**src/rtl/jpeg_pkg.sv**
```systemverilog
// Shared definitions for the JPEG segment parser: marker codes and parser state encoding.
package jpeg_pkg;

  typedef enum logic [7:0] {
    MK_00   = 8'h00,
    MK_TEM  = 8'h01,
    MK_SOF0 = 8'hC0,
    MK_DHT  = 8'hC4,
    MK_RST0 = 8'hD0,
    MK_SOI  = 8'hD8,
    MK_EOI  = 8'hD9,
    MK_SOS  = 8'hDA,
    MK_DQT  = 8'hDB,
    MK_DRI  = 8'hDD,
    MK_COM  = 8'hFE,
    MK_FF   = 8'hFF
  } marker_e;

  typedef enum logic [2:0] {
    ST_HUNT,
    ST_LEN_HI,
    ST_LEN_LO,
    ST_BODY,
    ST_SCAN
  } state_e;

  // RST0..RST7 share the upper five bits of D0.
  function automatic logic is_rst(input logic [7:0] b);
    return (b & 8'hF8) == MK_RST0;
  endfunction

endpackage

```
**src/rtl/ecs_bit_shifter.sv**
```systemverilog
// Holds one entropy-coded byte and hands it out MSB first, OUT_W bits per read.
module ecs_bit_shifter #(
  parameter int OUT_W = 1
) (
  input  logic             clk_i,
  input  logic             arst_ni,
  input  logic             load_i,
  input  logic [7:0]       byte_i,
  input  logic             re_i,
  output logic             bits_valid_o,
  output logic [OUT_W-1:0] bits_o,
  output logic [3:0]       bits_left_next_o
);

  logic [7:0] shift_q, shift_d;
  logic [3:0] left_q, left_d;

  always_comb begin
    shift_d = shift_q;
    left_d  = left_q;
    if (load_i) begin
      shift_d = byte_i;
      left_d  = 4'd8;
    end else if (re_i && (left_q != 4'd0)) begin
      shift_d = shift_q << OUT_W;
      left_d  = left_q - 4'(OUT_W);
    end
  end

  always_ff @(posedge clk_i or negedge arst_ni) begin
    if (!arst_ni) begin
      shift_q <= '0;
      left_q  <= '0;
    end else begin
      shift_q <= shift_d;
      left_q  <= left_d;
    end
  end

  assign bits_valid_o     = (left_q != 4'd0);
  assign bits_o           = shift_q[7 -: OUT_W];
  assign bits_left_next_o = left_d;

endmodule

```
**src/rtl/jpeg_segment_parser.sv**
```systemverilog
// Walks a JPEG byte stream: decodes marker segments, captures frame/restart
// parameters and delivers de-stuffed entropy-coded scan bits.
module jpeg_segment_parser import jpeg_pkg::*; #(
  parameter int OUT_W = 1,
  parameter int CNT_W = 16
) (
  input  logic             i_sysclk,
  input  logic             i_arstn,
  input  logic             i_byte_en,
  input  logic [7:0]       i_byte,
  output logic             o_ready,
  output logic             o_bits_valid,
  output logic [OUT_W-1:0] o_bits,
  input  logic             i_re,
  output logic [15:0]      o_height,
  output logic [15:0]      o_width,
  output logic [7:0]       o_ncomp,
  output logic [15:0]      o_restart_int,
  output logic             o_soi,
  output logic             o_start,
  output logic             o_rst,
  output logic             o_eoi,
  output logic             o_err,
  output logic [2:0]       o_rst_idx
);

  state_e           state_q, state_d;
  logic             mflag_q, mflag_d;
  logic [7:0]       marker_q, marker_d, len_hi_q, len_hi_d;
  logic [CNT_W-1:0] remain_q, remain_d, offs_q, offs_d, rem_w;
  logic [2:0]       exp_q, exp_d, ridx_q, ridx_d;
  logic             ready_q, ready_d;
  logic             soi_q, soi_d, start_q, start_d, rst_q, rst_d;
  logic             eoi_q, eoi_d, err_q, err_d;
  logic [15:0]      height_q, height_d, width_q, width_d, rint_q, rint_d;
  logic [7:0]       ncomp_q, ncomp_d;
  logic             accept, load;
  logic [7:0]       load_byte;
  logic [3:0]       left_next;
  logic [15:0]      len_w;

  assign accept = i_byte_en && ready_q;
  assign len_w  = {len_hi_q, i_byte};
  assign rem_w  = CNT_W'(len_w - 16'd2);

  always_comb begin
    state_d   = state_q;
    mflag_d   = mflag_q;
    marker_d  = marker_q;
    len_hi_d  = len_hi_q;
    remain_d  = remain_q;
    offs_d    = offs_q;
    exp_d     = exp_q;
    ridx_d    = ridx_q;
    height_d  = height_q;
    width_d   = width_q;
    ncomp_d   = ncomp_q;
    rint_d    = rint_q;
    soi_d     = 1'b0;
    start_d   = 1'b0;
    rst_d     = 1'b0;
    eoi_d     = 1'b0;
    err_d     = 1'b0;
    load      = 1'b0;
    load_byte = i_byte;
    if (accept) begin
      case (state_q)
        ST_HUNT: begin
          if (!mflag_q || (i_byte == MK_FF)) begin
            mflag_d = (i_byte == MK_FF);
          end else begin
            mflag_d = 1'b0;
            if (i_byte == MK_SOI) soi_d = 1'b1;
            else if (i_byte == MK_EOI) eoi_d = 1'b1;
            else if (!is_rst(i_byte) && (i_byte != MK_TEM)) begin
              marker_d = i_byte;
              state_d  = ST_LEN_HI;
            end
          end
        end
        ST_LEN_HI: begin
          len_hi_d = i_byte;
          state_d  = ST_LEN_LO;
        end
        ST_LEN_LO: begin
          if (len_w < 16'd2) begin
            err_d   = 1'b1;
            state_d = ST_HUNT;
          end else begin
            remain_d = rem_w;
            offs_d   = '0;
            if (rem_w != '0) begin
              state_d = ST_BODY;
            end else if (marker_q == MK_SOS) begin
              state_d = ST_SCAN;
              start_d = 1'b1;
              exp_d   = '0;
            end else begin
              state_d = ST_HUNT;
            end
          end
        end
        ST_BODY: begin
          remain_d = (remain_q == '0) ? '0 : remain_q - CNT_W'(1);
          offs_d   = (&offs_q) ? offs_q : offs_q + CNT_W'(1);
          if (marker_q == MK_SOF0) begin
            if (offs_q == CNT_W'(1)) height_d[15:8] = i_byte;
            if (offs_q == CNT_W'(2)) height_d[7:0]  = i_byte;
            if (offs_q == CNT_W'(3)) width_d[15:8]  = i_byte;
            if (offs_q == CNT_W'(4)) width_d[7:0]   = i_byte;
            if (offs_q == CNT_W'(5)) ncomp_d        = i_byte;
          end else if (marker_q == MK_DRI) begin
            if (offs_q == '0) begin
              rint_d[15:8] = i_byte;
              exp_d        = '0;
            end
            if (offs_q == CNT_W'(1)) rint_d[7:0] = i_byte;
          end
          if (remain_q <= CNT_W'(1)) begin
            if (marker_q == MK_SOS) begin
              state_d = ST_SCAN;
              start_d = 1'b1;
              exp_d   = '0;
            end else begin
              state_d = ST_HUNT;
            end
          end
        end
        ST_SCAN: begin
          if (!mflag_q) begin
            if (i_byte == MK_FF) mflag_d = 1'b1;
            else load = 1'b1;
          end else begin
            mflag_d = 1'b0;
            if (i_byte == MK_00) begin
              load      = 1'b1;
              load_byte = MK_FF;
            end else if (is_rst(i_byte)) begin
              rst_d  = 1'b1;
              ridx_d = i_byte[2:0];
              err_d  = (i_byte[2:0] != exp_q);
              exp_d  = i_byte[2:0] + 3'd1;
            end else if (i_byte == MK_EOI) begin
              eoi_d   = 1'b1;
              state_d = ST_HUNT;
            end else begin
              err_d   = 1'b1;
              state_d = ST_HUNT;
            end
          end
        end
        default: state_d = ST_HUNT;
      endcase
    end
    // In SCAN a new byte is only taken once the previous one is fully read out.
    ready_d = (state_d != ST_SCAN) || (left_next == 4'd0);
  end

  always_ff @(posedge i_sysclk or negedge i_arstn) begin
    if (!i_arstn) begin
      state_q  <= ST_HUNT;
      mflag_q  <= 1'b0;
      marker_q <= '0;
      len_hi_q <= '0;
      remain_q <= '0;
      offs_q   <= '0;
      exp_q    <= '0;
      ridx_q   <= '0;
      ready_q  <= 1'b1;
      soi_q    <= 1'b0;
      start_q  <= 1'b0;
      rst_q    <= 1'b0;
      eoi_q    <= 1'b0;
      err_q    <= 1'b0;
      height_q <= '0;
      width_q  <= '0;
      ncomp_q  <= '0;
      rint_q   <= '0;
    end else begin
      state_q  <= state_d;
      mflag_q  <= mflag_d;
      marker_q <= marker_d;
      len_hi_q <= len_hi_d;
      remain_q <= remain_d;
      offs_q   <= offs_d;
      exp_q    <= exp_d;
      ridx_q   <= ridx_d;
      ready_q  <= ready_d;
      soi_q    <= soi_d;
      start_q  <= start_d;
      rst_q    <= rst_d;
      eoi_q    <= eoi_d;
      err_q    <= err_d;
      height_q <= height_d;
      width_q  <= width_d;
      ncomp_q  <= ncomp_d;
      rint_q   <= rint_d;
    end
  end

  ecs_bit_shifter #(.OUT_W(OUT_W)) u_shift (
    .clk_i            (i_sysclk),
    .arst_ni          (i_arstn),
    .load_i           (load),
    .byte_i           (load_byte),
    .re_i             (i_re),
    .bits_valid_o     (o_bits_valid),
    .bits_o           (o_bits),
    .bits_left_next_o (left_next)
  );

  assign o_ready       = ready_q;
  assign o_height      = height_q;
  assign o_width       = width_q;
  assign o_ncomp       = ncomp_q;
  assign o_restart_int = rint_q;
  assign o_soi         = soi_q;
  assign o_start       = start_q;
  assign o_rst         = rst_q;
  assign o_eoi         = eoi_q;
  assign o_err         = err_q;
  assign o_rst_idx     = ridx_q;

endmodule

```
**config.mk**
```make
export PLATFORM = sky130hd
export DESIGN_NAME = jpeg_segment_parser
export DESIGN_NICKNAME = d
export VERILOG_FILES = /design/src/rtl/jpeg_pkg.sv /design/src/rtl/ecs_bit_shifter.sv /design/src/rtl/jpeg_segment_parser.sv
export SDC_FILE = /design/constraint.sdc
export NUM_CORES = 1
export LEC_CHECK = 0
export ABC_AREA = 0
export ABC_CLOCK_PERIOD_IN_PS = 2700
export CAP_MARGIN = 20
export CELL_PAD_IN_SITES_DETAIL_PLACEMENT = 1
export CELL_PAD_IN_SITES_GLOBAL_PLACEMENT = 2
export CORE_MARGIN = 10
export CORE_UTILIZATION = 30
export DETAILED_ROUTE_END_ITERATION = 6
export PLACE_DENSITY = 0.73
export SLEW_MARGIN = 20
export SYNTH_ARGS = -nofsm -noshare
export SYNTH_HDL_FRONTEND = slang
export SYNTH_HIERARCHICAL = 1
export SYNTH_SLANG_ARGS = --single-unit
```
**constraint.sdc**
```tcl
create_clock -name i_sysclk -period 2.7 [get_ports i_sysclk]
set_clock_uncertainty 0.15 [all_clocks]
set_input_delay 0.405 -clock i_sysclk [delete_from_list [all_inputs] [get_ports i_sysclk]]
set_output_delay 0.405 -clock i_sysclk [all_outputs]
set_load 0.02 [all_outputs]
```
# Yosys cells after proc, flatten, opt, wreduce, memory -nomap -nowiden
# Cells that the tools add are included.
totals:
  regBits: 132
  inputBits: 12
  output_inout_bits: 67
  elab_cells: 172
op_classes:
  add_sub_neg: 5
  magnitude_cmp: 2
  n_eq_ne: 26
  mux: 78
  bitwise_logic: 5
  n_reduce_logical: 33
op_table:
  columns: ["op", "n"]
  rows:
  - ["two-way mux 3 bit", 23]
  - ["two-way mux 16 bit", 4]
  - ["one-hot mux 16 bit (2 select lines)", 2]
  - ["== test 8 bit (second input constant)", 6]
  - ["two-way mux 8 bit", 6]
  - ["two-way mux 1 bit", 35]
  - ["== test 16 x 2 -> 1 bit (second input constant)", 2]
  - ["== test 16 x 3 -> 1 bit (second input constant)", 2]
  - ["logical NOT 16 bit", 2]
  - ["AND reduction 4 bit", 6]
  - ["adder 16 x 1 -> 16 bit (second input constant)", 1]
  - ["== test 16 x 1 -> 1 bit (second input constant)", 1]
  - ["<= comparator 16 x 1 -> 1 bit (second input constant)", 1]
  - ["< comparator 16 x 2 -> 1 bit (second input constant)", 1]
  - ["AND reduction 16 bit", 1]
  - ["nonzero test 16 bit", 1]
  - ["subtractor 16 x 1 -> 16 bit (second input constant)", 1]
  - ["subtractor 16 x 2 -> 16 bit (second input constant)", 1]
  - ["one-hot mux 3 bit (5 select lines)", 1]
  - ["AND reduction 5 bit", 3]
  - ["!= test 2 bit (second input constant)", 7]
  - ["one-hot mux 3 bit (3 select lines)", 1]
  - ["logical NOT 8 bit", 1]
  - ["two-way mux 4 bit", 2]
  - ["23 further kinds", 38]

# Logic depth before layout (Yosys ltp)
depth:
  word_depth: 11
  depth_mapped: 12
  mapped_depth_nobuf: 10

# Hierarchy
# Netlist, hierarchy kept.
modules_own_cells:
  columns: ["mod", "instances", "cells_each", "area_per_inst_um2", "seq_area_each_um2"]
  rows:
  - ["jpeg_segment_parser", 1, 636, 6377.4, 3004.1]
  - ["ecs_bit_shifter", 1, 67, 610.6, 300.3]

# Worst setup path after synthesis
# Ideal clock, no wire load.
synth_timing:
  path_kind: "input to register"
  startpoint: "in i_byte[1]"
  endpoint: "reg exp_q[1]"
  setup_ns: 0.163
  arrival_time_ns: 2.378
  required_ns: 2.387
  path_slack_ns: 0.009
  path_stages: 10
  path_buffers: 2
  cell_sequence: "clkbuf_1 inv_1 ha_1 nand2b_1 clkbuf_1 or4b_2 a21oi_1 o2111ai_2 nor2_4 a41oi_1"
synth_via:
  elab_chain_len: 5
  elab_cells_between_ends: 13
  classes_between: "2 x add/sub; 1 x order compare; 3 x eq/ne; 4 x mux; 3 x reduce/logical"
synth_rtl:
  columns: ["element", "line", "rtl"]
  rows:
  - ["start: declaration", "jpeg_segment_parser.sv:10", "input logic [7:0] i_byte,"]
  - ["parallel branches: the longest is 5 deep, another holds subtractor 16 x 2 -> 16 bit", null, null]
  - ["end signal: assignment", "jpeg_segment_parser.sv:186", "exp_q <= exp_d;"]
  - ["end: declaration", "jpeg_segment_parser.sv:31", "logic [2:0] exp_q, exp_d, ridx_q, ridx_d;"]
# Parallel ways; which one is timed is not known. The select of a mux whose other input is x is not followed.
# A chain may end at the register's enable or synchronous reset.

# Final worst setup path
layout_timing:
  startpoint: "reg offs_q[10]"
  endpoint: "reg rint_q[14] (netlist: o_restart_int[14])"
layout_via:
  elab_chain_len: 2
layout_rtl:
  columns: ["element", "line", "rtl"]
  rows:
  - ["start: declaration", "jpeg_segment_parser.sv:30", "logic [CNT_W-1:0] remain_q, remain_d, offs_q, offs_d, rem_w;"]
  - ["start signal: assignment", "jpeg_segment_parser.sv:185", "offs_q <= offs_d;"]
  - ["logical NOT 16 bit", "jpeg_segment_parser.sv:113", "if (offs_q == '0) begin"]
  - ["AND reduction 5 bit (no source line)", null, null]
  - ["end signal: assignment", "jpeg_segment_parser.sv:197", "rint_q <= rint_d;"]
  - ["end: declaration", "jpeg_segment_parser.sv:35", "logic [15:0] height_q, height_d, width_q, width_d, rint_q, rint_d;"]
# Every way passes these cells.

==> Implementation_results.wiki <==
{| class="wikitable"
! Metric !! Value
|-
| Worst EP arrival || 2780 ps
|-
| Endpoint of the most critical register-to-register path || o_restart_int[14]$_DFFE_PN0P_
|-
| DP Worst Slack || -358 ps
|-
| Element type at the critical path start || flop
|-
| Sequential-to-total area share from yosys stat || 47.3%
|-
| IO Count || 79
|-
| Clock share of power || 33.4%
|-
| Final number of max-transition violations || 0
|-
| Finish-stage setup viols || 0
|-
| Cell depth of the worst flop-to-flop path || 6
|-
| Transition time at the pin with the least slew margin || 585 ps
|-
| Synth async-reset ratio || 100%
|-
| Antenna cells || 0
|-
| Largest net degree at the start of global routing || 46
|-
| Routed wire per std cell || 20.4 um
|-
| CTS H-tree lvls || 4
|-
| Post-layout minimum cycle time || 2600 ps
|-
| Starting density of the core || 30.7%
|-
| Synthesis-to-layout area growth || 34.0%
|-
| DIE AREA || 29800 sq um
|-
| Count of different cell masters after synthesis || 69
|-
| Routability cong. || 0.853
|-
| Yosys warnings || 6
|-
| Post-synthesis instance area || 6990 sq um
|-
| Worst-Skew Late Latency || 440 ps
|-
| Post-CTS clock slew at the launch and capture registers of the worst setup and hold paths || 70 ps
|-
| FF-to-FF Start || offs_q[10]$_DFFE_PN0P_
|-
| Final number of hold-violating endpoints || 0
|-
| Via-per-instance ratio || 5.23
|-
| Internal Power || 4.38 mW
|-
| Buffers added on ports || 78
|-
| Total DRC errors in the routed layout || 0
|-
| Ys flop type || sky130_fd_sc_hd__dfrtp_1
|-
| Final critical-path share of the clock period || 96.4%
|-
| Number of buffers on the longest clock path || 2
|-
| HPWL after DPL || 17.4 mm
|-
| Outcome || finished, final reports clean
|-
| Root Driver || sky130_fd_sc_hd__clkbuf_16
|-
| Sequential power share || 35.6%
|-
| Maximum VDD drop || 444 uV
|-
| NetSw || 2.79 mW
|-
| Detailed router's first-iteration violation count || 251
|-
| Die H || 173 um
|-
| Count of nets left with antenna violations after detail routing || 0
|-
| Layout net count || 875
|-
| Number of antenna violations at the first check in global routing || 0
|-
| Sw frac || 38.9%
|-
| Req. time, crit path || 2880 ps
|-
| Nets in the synthesized netlist || 727
|-
| LEAKAGE || 4.08 nW
|-
| PnR worst setup slack || 98.1 ps
|-
| Pre-antenna DRT Iters || 4
|-
| Sum of routed wire length over all layers || 24.0 mm
|-
| Max capacitance violation total || 0
|-
| Vias in the first global route || 6788
|-
| Max Clk Rate || 384 MHz
|-
| CP Max Fanout || 8
|-
| Number of standard cells after synthesis || 703
|-
| Fraction of layout instances using a drive strength above 1 || 25.6%
|-
| Register-to-Register Setup Slack || 100 ps
|-
| Floorplan core area || 22800 sq um
|-
| Global-route wire length before repair || 38.6 mm
|-
| Worst min-delay path class || in -> async
|-
| Vias post-DR || 6157
|-
| Clock tree from TritonCTS || yes
|-
| Overall track demand over capacity in global routing || 16.1%
|-
| Worst-case headroom to the max-slew limit || 60.8%
|-
| Die extent in x || 173 um
|-
| Post-layout total power || 7.17 mW
|-
| Total congestion overflow after global routing || 0
|-
| Critical Path End Type || flop
|-
| Sink count of the clock tree || 132
|-
| Mean instance size in the synthesized netlist || 9.94 sq um
|-
| Number of enable flip-flop cells after synthesis || 0
|-
| Type of the worst setup path || reg -> reg
|-
| Row cnt || 55
|-
| Fraction of power consumed by combinational cells || 30.9%
|-
| Number of synthesized register bits || 132
|-
| P per Cell Area || 766 nW/um^2
|-
| TritonCTS Buffers || 17
|}
==> sequential cells by signal (all words and copies together) (netlist names), 8 cells and up <==
name and count:
o_height 16, o_restart_int 16, o_width 16, offs_q 16
remain_q 16, len_hi_q 8, marker_q 8, o_ncomp 8
u_shift/shift_q 8
==> cells in the final DEF (no fill, tap or decap), types with 11 or more instances in the layout <==
cell                              instances
sky130_fd_sc_hd__dfrtp_1                131
sky130_fd_sc_hd__nand2_1                 59
sky130_fd_sc_hd__nor4_1                  13
sky130_fd_sc_hd__a21oi_1                 28
sky130_fd_sc_hd__a31oi_1                 15
sky130_fd_sc_hd__clkbuf_16               17
sky130_fd_sc_hd__nor3_1                  16
sky130_fd_sc_hd__buf_4                   88
sky130_fd_sc_hd__nand3_1                 16
sky130_fd_sc_hd__nor2_1                  49
sky130_fd_sc_hd__ha_1                    12
sky130_fd_sc_hd__o21ai_0                 77
sky130_fd_sc_hd__nand2b_1                11
sky130_fd_sc_hd__clkdlybuf4s50_1         74
sky130_fd_sc_hd__inv_1                   14
sky130_fd_sc_hd__mux2_2                  67
==> logic make-up after synthesis <==
group	after synthesis	share of synthesized area, %
adders and majority gates	12	2.15
muxes	67	10.8
DFF	132	47.3
AOI/OAI and AO/OA	173	15.1
and+or+nand+nor	246	19.2
buffers and inverters	58	3.53
xor gates and xnor gates	15	1.88
==> Yosys cell counts (9+ instances only) <==
library cell,n,area [sq um]
sky130_fd_sc_hd__nor4_1,15,93.8
sky130_fd_sc_hd__o21ai_0,77,385
sky130_fd_sc_hd__xor2_1,9,78.8
sky130_fd_sc_hd__and2_1,9,56.3
sky130_fd_sc_hd__dfrtp_1,131,3280
sky130_fd_sc_hd__nand3_1,16,80.1
sky130_fd_sc_hd__inv_1,15,56.3
sky130_fd_sc_hd__nor2b_1,9,56.3
sky130_fd_sc_hd__nand2b_1,11,68.8
sky130_fd_sc_hd__nor2_1,49,184
sky130_fd_sc_hd__nor3_1,16,80.1
sky130_fd_sc_hd__nand2_1,59,221
sky130_fd_sc_hd__a21oi_1,29,145
sky130_fd_sc_hd__mux2_2,67,754
sky130_fd_sc_hd__a31oi_1,15,93.8
sky130_fd_sc_hd__clkbuf_1,33,124
sky130_fd_sc_hd__ha_1,12,150
==> layer usage <==
metal,share of wire (%),up-vias,GRT usage (%)
met5,0,-,0
met4,2.0,0,6.16
met3,5.3,34,5.01
met2,49,118,26.9
met1,43,3147,18.9
li1,-,2858,-
==> metrics by stage <==
step	cell area, sq um	hold slack (ps)	util, %	setup TNS, ps	instances
after detailed placement	8720	246	38.3	-7030	1143
after global routing	9360	346	41.1	-2.82	1177
final	9360	307	41.1	0	1177
after CTS	9340	302	41.0	0	1176
after floorplan	6990	-40.6	-	0	703
after global placement	8720	237	38.3	-5450	1143
==> how the worst max path moves through the flow <==
stage / startpoint / end / slack [ps] / cells past startpoint
finish: offs_q[10]$_DFFE_PN0P_ / o_restart_int[14]$_DFFE_PN0P_ / 100 / 6
floorplan: i_byte[1] / exp_q[1]$_DFFE_PN0P_ / 9 / 10
CTS: i_byte[7] / exp_q[1]$_DFFE_PN0P_ / 100 / 7
global route: len_hi_q[3]$_DFFE_PN0P_ / exp_q[1]$_DFFE_PN0P_ / -3 / 6
global placement: i_byte[4] / exp_q[1]$_DFFE_PN0P_ / -250 / 7
detailed placement: i_byte[7] / exp_q[1]$_DFFE_PN0P_ / -360 / 7
==> layout make-up <==
class                      instances  area, sq um
inverter                          16         60.1
clock inverter                    15          179
sequential                       132         3300
multi-input combinational        513         3460
tap                              313          392
clock buffer                      17          425
fill                            2554        13400
timing repair buffer             171         1550
==> power by group through the flow <==
stage,Combinational (mW),Clock (mW),Sequential (mW)
floorplan,1.44,0,2.42
global placement,2.14,0,2.56
detailed placement,2.20,0,2.58
CTS,2.21,2.46,2.55
global route,2.47,2.58,2.59
finish,2.22,2.40,2.55
==> critical path: stages (launching register included) <==
cell and delay, ps:
sky130_fd_sc_hd__dfrtp_1 380, sky130_fd_sc_hd__buf_4 160, sky130_fd_sc_hd__nor4_1 480, sky130_fd_sc_hd__and4b_1 320
sky130_fd_sc_hd__nand3_1 170, sky130_fd_sc_hd__nor2_2 430, sky130_fd_sc_hd__mux2_2 400
==> repair_timing <==
item                       4_1_cts  5_1_grt
gates resized for setup          1        7
pin swaps                        0        3
hold endpoints to repair        33        0
setup endpoints to repair        1        8
setup buffers                    0        1
hold buffers                     1        0
No activity file was read; power rests on OpenSTA's default activity.
